[src/rtl/seq_ctrl.sv]
// Instruction sequencer: steps fetch/decode/execute/memory/writeback from a one-hot phase input.
// Latency: strobes are combinational in the active phase; ir/pc/zflag/flags update at that phase's edge.
// Backpressure: none; an idle or multi-bit phase holds all state, and a halt freezes it until reset.
module seq_ctrl (
    input  logic        clk,
    input  logic        n_rst,
    input  logic [4:0]  phase,
    input  logic [15:0] imem_data,
    input  logic        alu_zero,
    output logic [7:0]  imem_addr,
    output logic [15:0] ir,
    output logic [3:0]  rd_sel,
    output logic [3:0]  rs_sel,
    output logic [3:0]  rt_sel,
    output logic [7:0]  imm,
    output logic        alu_en,
    output logic        dmem_re,
    output logic        dmem_we,
    output logic        reg_we,
    output logic        hlt,
    output logic        halted,
    output logic        illegal
);

    typedef enum logic [1:0] {
        ST_IDLE   = 2'd0,
        ST_RUN    = 2'd1,
        ST_HALTED = 2'd2
    } state_t;

    localparam logic [3:0] OP_ALU = 4'd1;
    localparam logic [3:0] OP_LDI = 4'd2;
    localparam logic [3:0] OP_LD  = 4'd3;
    localparam logic [3:0] OP_ST  = 4'd4;
    localparam logic [3:0] OP_JMP = 4'd5;
    localparam logic [3:0] OP_BZ  = 4'd6;
    localparam logic [3:0] OP_HLT = 4'd7;

    state_t      state_q, state_d;
    logic [7:0]  pc_q, pc_d;
    logic [15:0] ir_q, ir_d;
    logic        zflag_q, zflag_d;
    logic        illegal_q, illegal_d;

    logic        phase_one_hot;
    logic        phase_multi;
    logic [3:0]  opcode;
    logic [7:0]  pc_inc;

    assign phase_one_hot = (phase != 5'd0) && ((phase & (phase - 5'd1)) == 5'd0);
    assign phase_multi   = (phase != 5'd0) && !phase_one_hot;
    assign opcode        = ir_q[15:12];
    assign pc_inc        = pc_q + 8'd1;

    always_ff @(posedge clk) begin
        if (!n_rst) begin
            state_q   <= ST_IDLE;
            pc_q      <= 8'h00;
            ir_q      <= 16'h0000;
            zflag_q   <= 1'b0;
            illegal_q <= 1'b0;
        end else begin
            state_q   <= state_d;
            pc_q      <= pc_d;
            ir_q      <= ir_d;
            zflag_q   <= zflag_d;
            illegal_q <= illegal_d;
        end
    end

    always_comb begin
        state_d   = state_q;
        pc_d      = pc_q;
        ir_d      = ir_q;
        zflag_d   = zflag_q;
        illegal_d = illegal_q;
        alu_en    = 1'b0;
        dmem_re   = 1'b0;
        dmem_we   = 1'b0;
        reg_we    = 1'b0;
        hlt       = 1'b0;

        unique case (state_q)
            ST_IDLE, ST_RUN: begin
                if (phase_multi) begin
                    illegal_d = 1'b1;
                end
                if (phase_one_hot) begin
                    state_d = ST_RUN;
                    if (phase[0]) begin
                        ir_d = imem_data;
                    end else if (phase[1]) begin
                        // Opcodes 8-15 are flagged here and then fall through as NOPs.
                        if (opcode[3]) begin
                            illegal_d = 1'b1;
                        end
                    end else if (phase[2]) begin
                        if (opcode == OP_ALU) begin
                            alu_en  = 1'b1;
                            zflag_d = alu_zero;
                        end
                    end else if (phase[3]) begin
                        dmem_re = (opcode == OP_LD);
                        dmem_we = (opcode == OP_ST);
                    end else begin
                        reg_we = (opcode == OP_ALU) || (opcode == OP_LDI) || (opcode == OP_LD);
                        case (opcode)
                            OP_JMP:  pc_d = ir_q[7:0];
                            OP_BZ:   pc_d = zflag_q ? ir_q[7:0] : pc_inc;
                            OP_HLT: begin
                                hlt     = 1'b1;
                                state_d = ST_HALTED;
                            end
                            default: pc_d = pc_inc;
                        endcase
                    end
                end
            end
            ST_HALTED: begin
                state_d = ST_HALTED;
            end
            default: begin
                state_d = ST_IDLE;
            end
        endcase
    end

    assign imem_addr = pc_q;
    assign ir        = ir_q;
    assign rd_sel    = ir_q[11:8];
    assign rs_sel    = ir_q[7:4];
    assign rt_sel    = ir_q[3:0];
    assign imm       = ir_q[7:0];
    assign halted    = (state_q == ST_HALTED);
    assign illegal   = illegal_q;

endmodule

[config.mk]
export PLATFORM = sky130hd
export DESIGN_NAME = seq_ctrl
export DESIGN_NICKNAME = d
export VERILOG_FILES = /design/src/rtl/seq_ctrl.sv
export SDC_FILE = /design/constraint.sdc
export NUM_CORES = 1
export LEC_CHECK = 0
export BUFFER_PORTS_ARGS = -buffer_cell sky130_fd_sc_hd__buf_4
export CAP_MARGIN = 10
export CORE_ASPECT_RATIO = 1.5
export CORE_MARGIN = 5
export CORE_UTILIZATION = 35
export DETAILED_ROUTE_END_ITERATION = 10
export HOLD_SLACK_MARGIN = 0.05
export PLACE_DENSITY = 0.65
export SYNTH_ARGS = -nofsm -noshare
export SYNTH_HDL_FRONTEND = slang
export SYNTH_SLANG_ARGS = --single-unit
export TNS_END_PERCENT = 50
[constraint.sdc]
create_clock -name clk -period 1.5 [get_ports clk]
set_clock_uncertainty 0.15 [all_clocks]
set_input_delay 0.15 -clock clk [delete_from_list [all_inputs] [get_ports clk]]
set_output_delay 0.15 -clock clk [all_outputs]
set_load 0.01 [all_outputs]
Yosys cells after proc, flatten, opt, wreduce, memory -nomap -nowiden
Index checks and enable logic that the tools add are counted.
{"block": "totals", "reg_bits": 28, "input_bits": 24, "output_inout_bits": 51}
{"block": "op_classes", "add_sub_neg": 2, "n_eq_ne": 10, "muxes": 45, "bitwise": 6, "reduce_logical": 12}
{"cell": "$mux 1", "count": 36}
{"cell": "$pmux 8 s3", "count": 1}
{"cell": "$eq 4x3->1 const B", "count": 4}
{"cell": "$mux 2", "count": 6}
{"cell": "$add 8x1->8 const B", "count": 1}
{"cell": "$eq 4x2->1 const B", "count": 2}
{"cell": "$mux 8", "count": 1}
{"cell": "$reduce_and 7->1", "count": 1}
{"cell": "$reduce_and 6->1", "count": 1}
{"cell": "$and 5x5->5", "count": 1}
{"cell": "$logic_not 5->1", "count": 1}
{"cell": "$not 1->1", "count": 5}
{"cell": "$reduce_bool 5->1", "count": 1}
{"cell": "$sub 5x1->5 const B", "count": 1}
{"cell": "$eq 4x1->1 const B", "count": 1}
{"cell": "$pmux 2 s2", "count": 1}
{"cell": "$reduce_and 3->1", "count": 1}
{"cell": "$eq 2x1->1 const B", "count": 1}
{"cell": "$eq 2x2->1 const B", "count": 1}
{"cell": "$logic_and 1x1->1", "count": 2}
{"cell": "$logic_not 2->1", "count": 1}
{"cell": "$logic_or 1x1->1", "count": 2}
{"cell": "$ne 2x2->1 const B", "count": 1}
{"cell": "$reduce_or 2->1", "count": 1}
{"cell": "$logic_not 1->1", "count": 1}

Longest topological paths before layout
{"block": "logic_depth", "ltp_word": 11, "mapped_depth": 6}

Worst setup path after synthesis
Ideal clock, no wire load.
{"block": "synth_timing", "path_type": "register to register", "startpoint": "register pc_q[0] (netlist: imem_addr[0])", "endpoint": "register pc_q[2] (netlist: imem_addr[2])", "setup_time_ns": 0.059, "arrival_ns": 1.330, "required_time_ns": 1.291, "path_slack_ns": -0.039, "stages_incl_launch_ff": 6, "synth_period_minus_slack_ns": 1.539, "cell_sequence": "dfxtp_1 -> ha_1 -> nand2b_1 -> and3_1 -> a2111oi_0 -> a22o_1"}
{"block": "synth_between", "elab_chain_cells": 3}
{"item": "from (decl)", "line": "40", "source": "logic [7:0] pc_q, pc_d;"}
{"item": "from (signal assigned)", "line": "64", "source": "pc_q <= pc_d;"}
{"item": "$add 8x1->8 (*)", "line": "53", "source": "assign pc_inc = pc_q + 8'd1;"}
{"item": "$mux 8", "line": "109", "source": "OP_BZ: pc_d = zflag_q ? ir_q[7:0] : pc_inc;"}
{"item": "$pmux 8 s3 (*)", "line": "107", "source": "case (opcode)"}
Every way passes the cells marked *; elsewhere a longest branch is shown, timed or not.
A chain may end at the register's enable or synchronous reset.

Worst setup path in the final report
{"block": "layout_timing", "startpoint": "register ir_q[13] (netlist: ir[13])", "endpoint": "output port alu_en"}
{"block": "layout_between", "elab_chain_cells": 7}
{"item": "from (decl)", "line": "41", "source": "logic [15:0] ir_q, ir_d;"}
{"item": "from (signal assigned)", "line": "65", "source": "ir_q <= ir_d;"}
{"item": "$eq 4x1->1", "line": "98", "source": "if (opcode == OP_ALU) begin"}
{"item": "$mux 1", "line": "98"}
{"item": "$mux 1", "line": "97", "source": "end else if (phase[2]) begin"}
{"item": "$mux 1", "line": "92", "source": "end else if (phase[1]) begin"}
{"item": "$mux 1", "line": "90", "source": "if (phase[0]) begin"}
{"item": "$mux 1", "line": "88", "source": "if (phase_one_hot) begin"}
{"item": "$mux 1", "line": "83", "source": "unique case (state_q)"}
{"item": "to (decl)", "line": "16", "source": "output logic alu_en,"}
Every way passes these cells.

==> metrics.txt <==
Post-Layout Cell Count=332; all-layer global routing usage=16.7%; DRT iter0 DRCs=64; CTS H-Tree Depth=1; hold_sp=phase[0]; drt pass-1 iters=4; routed wire length=5140 um; Seq/Total Area, Yosys=34.8%; fin util=58.8%; global routing usage on met1=18.2%; Slew Viols, Final=0; cts bufs inserted=3; Synth cell types=41; beginning of the worst register-to-register path=state_q[1]; Net Count, Synth=212; ratio of final minimum period to clock period=110%; Rows=30; RSZ-0062 raised after global routing=yes; Startpoint Class=flip-flop; ranking of synthesized cells by area=dfxtp_1 (35%), mux2i_1 (14%), buf_4 (9.3%), nor2_1 (6.5%), nand2_1 (2.6%); CTS tree=done; vias in the first global route=1689; final worst slack=-0.156 ns; initial core utilization=35.8%; worst skew pair latency=0.28 ns; crit path from=ir[13]; DRC Markers=0; Pleak=1.26 nW; largest net degree at the start of global routing=17; max cap viols=0; NumNets Final=310; I/O pin count=75; Die Area=6090 um^2; Reg clk slew, reported paths=0.10 ns; Die X=65.4 um; worst-path maximum fanout=4; vias=1671; Worst-Margin Slew=0.326 ns; mapped cell area=1610 um^2; clock root buffer=clkbuf_8; post-layout min period=1.66 ns; FMAX=0.604 GHz; Setup crit end kind=primary output; Area growth syn-to-layout=64.2%; Rel. slew slack=78.1%; Clock Sink Count=28; initial antenna violation count=0; share of the synthesized area in the top cell type=34.8%; final setup violation count=14; placed instance count=304; met3 GRT Util=3.00%; critical path class=reg2out; share of layout cells above drive strength 1=47.5%; RD Place Congestion=0.772; Synth area leader=dfxtp_1; first-pass GRT wire length=8020 um; Overflow after GRT=0; reg-to-reg setup timing slack=-0.12 ns; core area=4500 um^2; r2r endpoint=imem_addr[0]; n_diodes=0; failing checks=negative setup slack; Mapped Cells=187; die outline height=93.1 um; status=complete, but fails checks; Critical Path RT=1.20 ns; Yosys warning total=0; WL/cell=15.5 um; CP Data Arrival Time=1.36 ns; Cell Pwr Density=608 nW/um^2; Peak VDD IR=0.371 mV; Final Hold Viols=0; end of the critical path=alu_en; busiest grt layer=met2; #FFs+latches synth=28; Post-DRT Antenna Nets=0; cells on worst reg2reg path=7; post-DP HPWL=3590 um; M2 GR Usage=31.2%; CTS max path bufs=2; Syn Area/Cell=8.62 um^2; number of vias per cell=5.03; hold crit path type=in2reg; port bufs=74
per-stage QoR:
stage	instance area (um^2)	total power, mW	setup slack (ns)	TNS, ns	hold WS, ns
after floorplan	1620	0.866	-0.00401	-0.00401	0.144
final	2650	1.61	-0.156	-1.09	0.205
after global placement	2220	0.962	-0.0237	-0.0325	0.229
after detailed placement	2220	0.963	-0.0475	-0.194	0.236
after CTS	2580	1.61	-0.174	-1.36	0.181
after global routing	2650	1.66	-0.245	-2.35	0.254
cells in the final DEF (no fill, tap or decap), drive strengths merged, types with 2 or more instances in the layout:
master       Yosys  final
and2             3      3
nand2           11     11
nor2            28     28
dfxtp           28     28
a21oi            6      6
dlygate4sd3      0     18
o2bb2ai          2      2
a31oi            2      2
and3             2      2
mux2i           22     22
o22ai            3      3
nand3b           2      2
nand4            2      2
nand2b           3      3
a211oi           3      3
nor3             5      5
inv              3      3
nand3            6      6
clkbuf           3      3
o21ai            7      7
buf             26    104
nor4             6      6
cell usage after synthesis, drive strengths merged:
cell type and n:
dfxtp 28, nor2 28, buf 26, mux2i 22
nand2 11, o21ai 7, a21oi 6, nand3 6
nor4 6, nor3 5, a211oi 3, and2 3
clkbuf 3, inv 3, nand2b 3, o22ai 3
a31oi 2, and3 2, nand3b 2, nand4 2
o2bb2ai 2, a2111oi 1, a21o 1, a22o 1
and4 1, and4b 1, ha 1, nand4b 1
nor4bb 1, o211ai 1, o21a 1, or2 1
or2b 1, or3 1, xor2 1
per-layer routing:
metal | part of all wire [%] | wire length [um]
met1 | 36 | 1860
met2 | 56 | 2900
met3 | 5.2 | 265
met4 | 2.4 | 123
met5 | 0 | 0
sequential cells by signal, indices dropped and copies added (netlist names):
| name | count |
|---|---|
| zflag_q | 1 |
| state_q | 2 |
| ir | 16 |
| illegal | 1 |
| imem_addr | 8 |
report_power, final:
group / internal, mW / switching [mW] / total [mW]
Sequential: 0.752 / 0.00913 / 0.762
Combinational: 0.140 / 0.105 / 0.245
Clock: 0.358 / 0.244 / 0.602
Total: 1.25 / 0.358 / 1.61
cell families (layout without fill, tap and decap cells):
kind of cell	Yosys count	in the layout	synth area share (%)
adder cells (fa/ha/maj)	1	1	0.776
multiplexers	22	22	13.7
AND/OR/NAND/NOR	75	75	26.0
flip-flops	28	28	34.8
XOR/XNOR	1	1	0.543
buffers and inverters	32	129	13.3
AO/OA/AOI/OAI	28	28	10.9
timing repair:
item                                    4_1_cts  5_1_grt
endpoints found under the setup margin       13       15
pin swaps                                     6        4
resized for setup                            18       14
hold buffers                                 18        0
hold endpoints to repair                     22        0
buffers inserted                              6        0
worst min path at each step:
| stage | endpoint | cells after the start |
|---|---|---|
| 6_report | state_q[0] | 4 |
| 5_1_grt | state_q[1] | 4 |
| 4_1_cts | state_q[0] | 4 |
| 3_3_place_gp | ir[4] | 3 |
| 2_1_floorplan | ir[15] | 2 |
| 3_5_place_dp | ir[0] | 3 |
layout make-up:
| class | instances | area (um^2) |
|---|---|---|
| clock buffers | 3 | 41.3 |
| clock inverters | 1 | 30.0 |
| fillers | 387 | 1860 |
| inverters | 3 | 11.3 |
| multi-input cells | 127 | 935 |
| flip-flops and latches | 28 | 571 |
| well taps | 48 | 60.1 |
| repair buffers | 122 | 1000 |
worst max-delay path, cell delays in order (launching register included):
cell      delay (ns)
dfxtp_2         0.35
buf_6           0.13
nor4bb_1        0.26
and3_4          0.25
buf_6           0.10
Note: power is estimated with default switching activity, not from simulation.
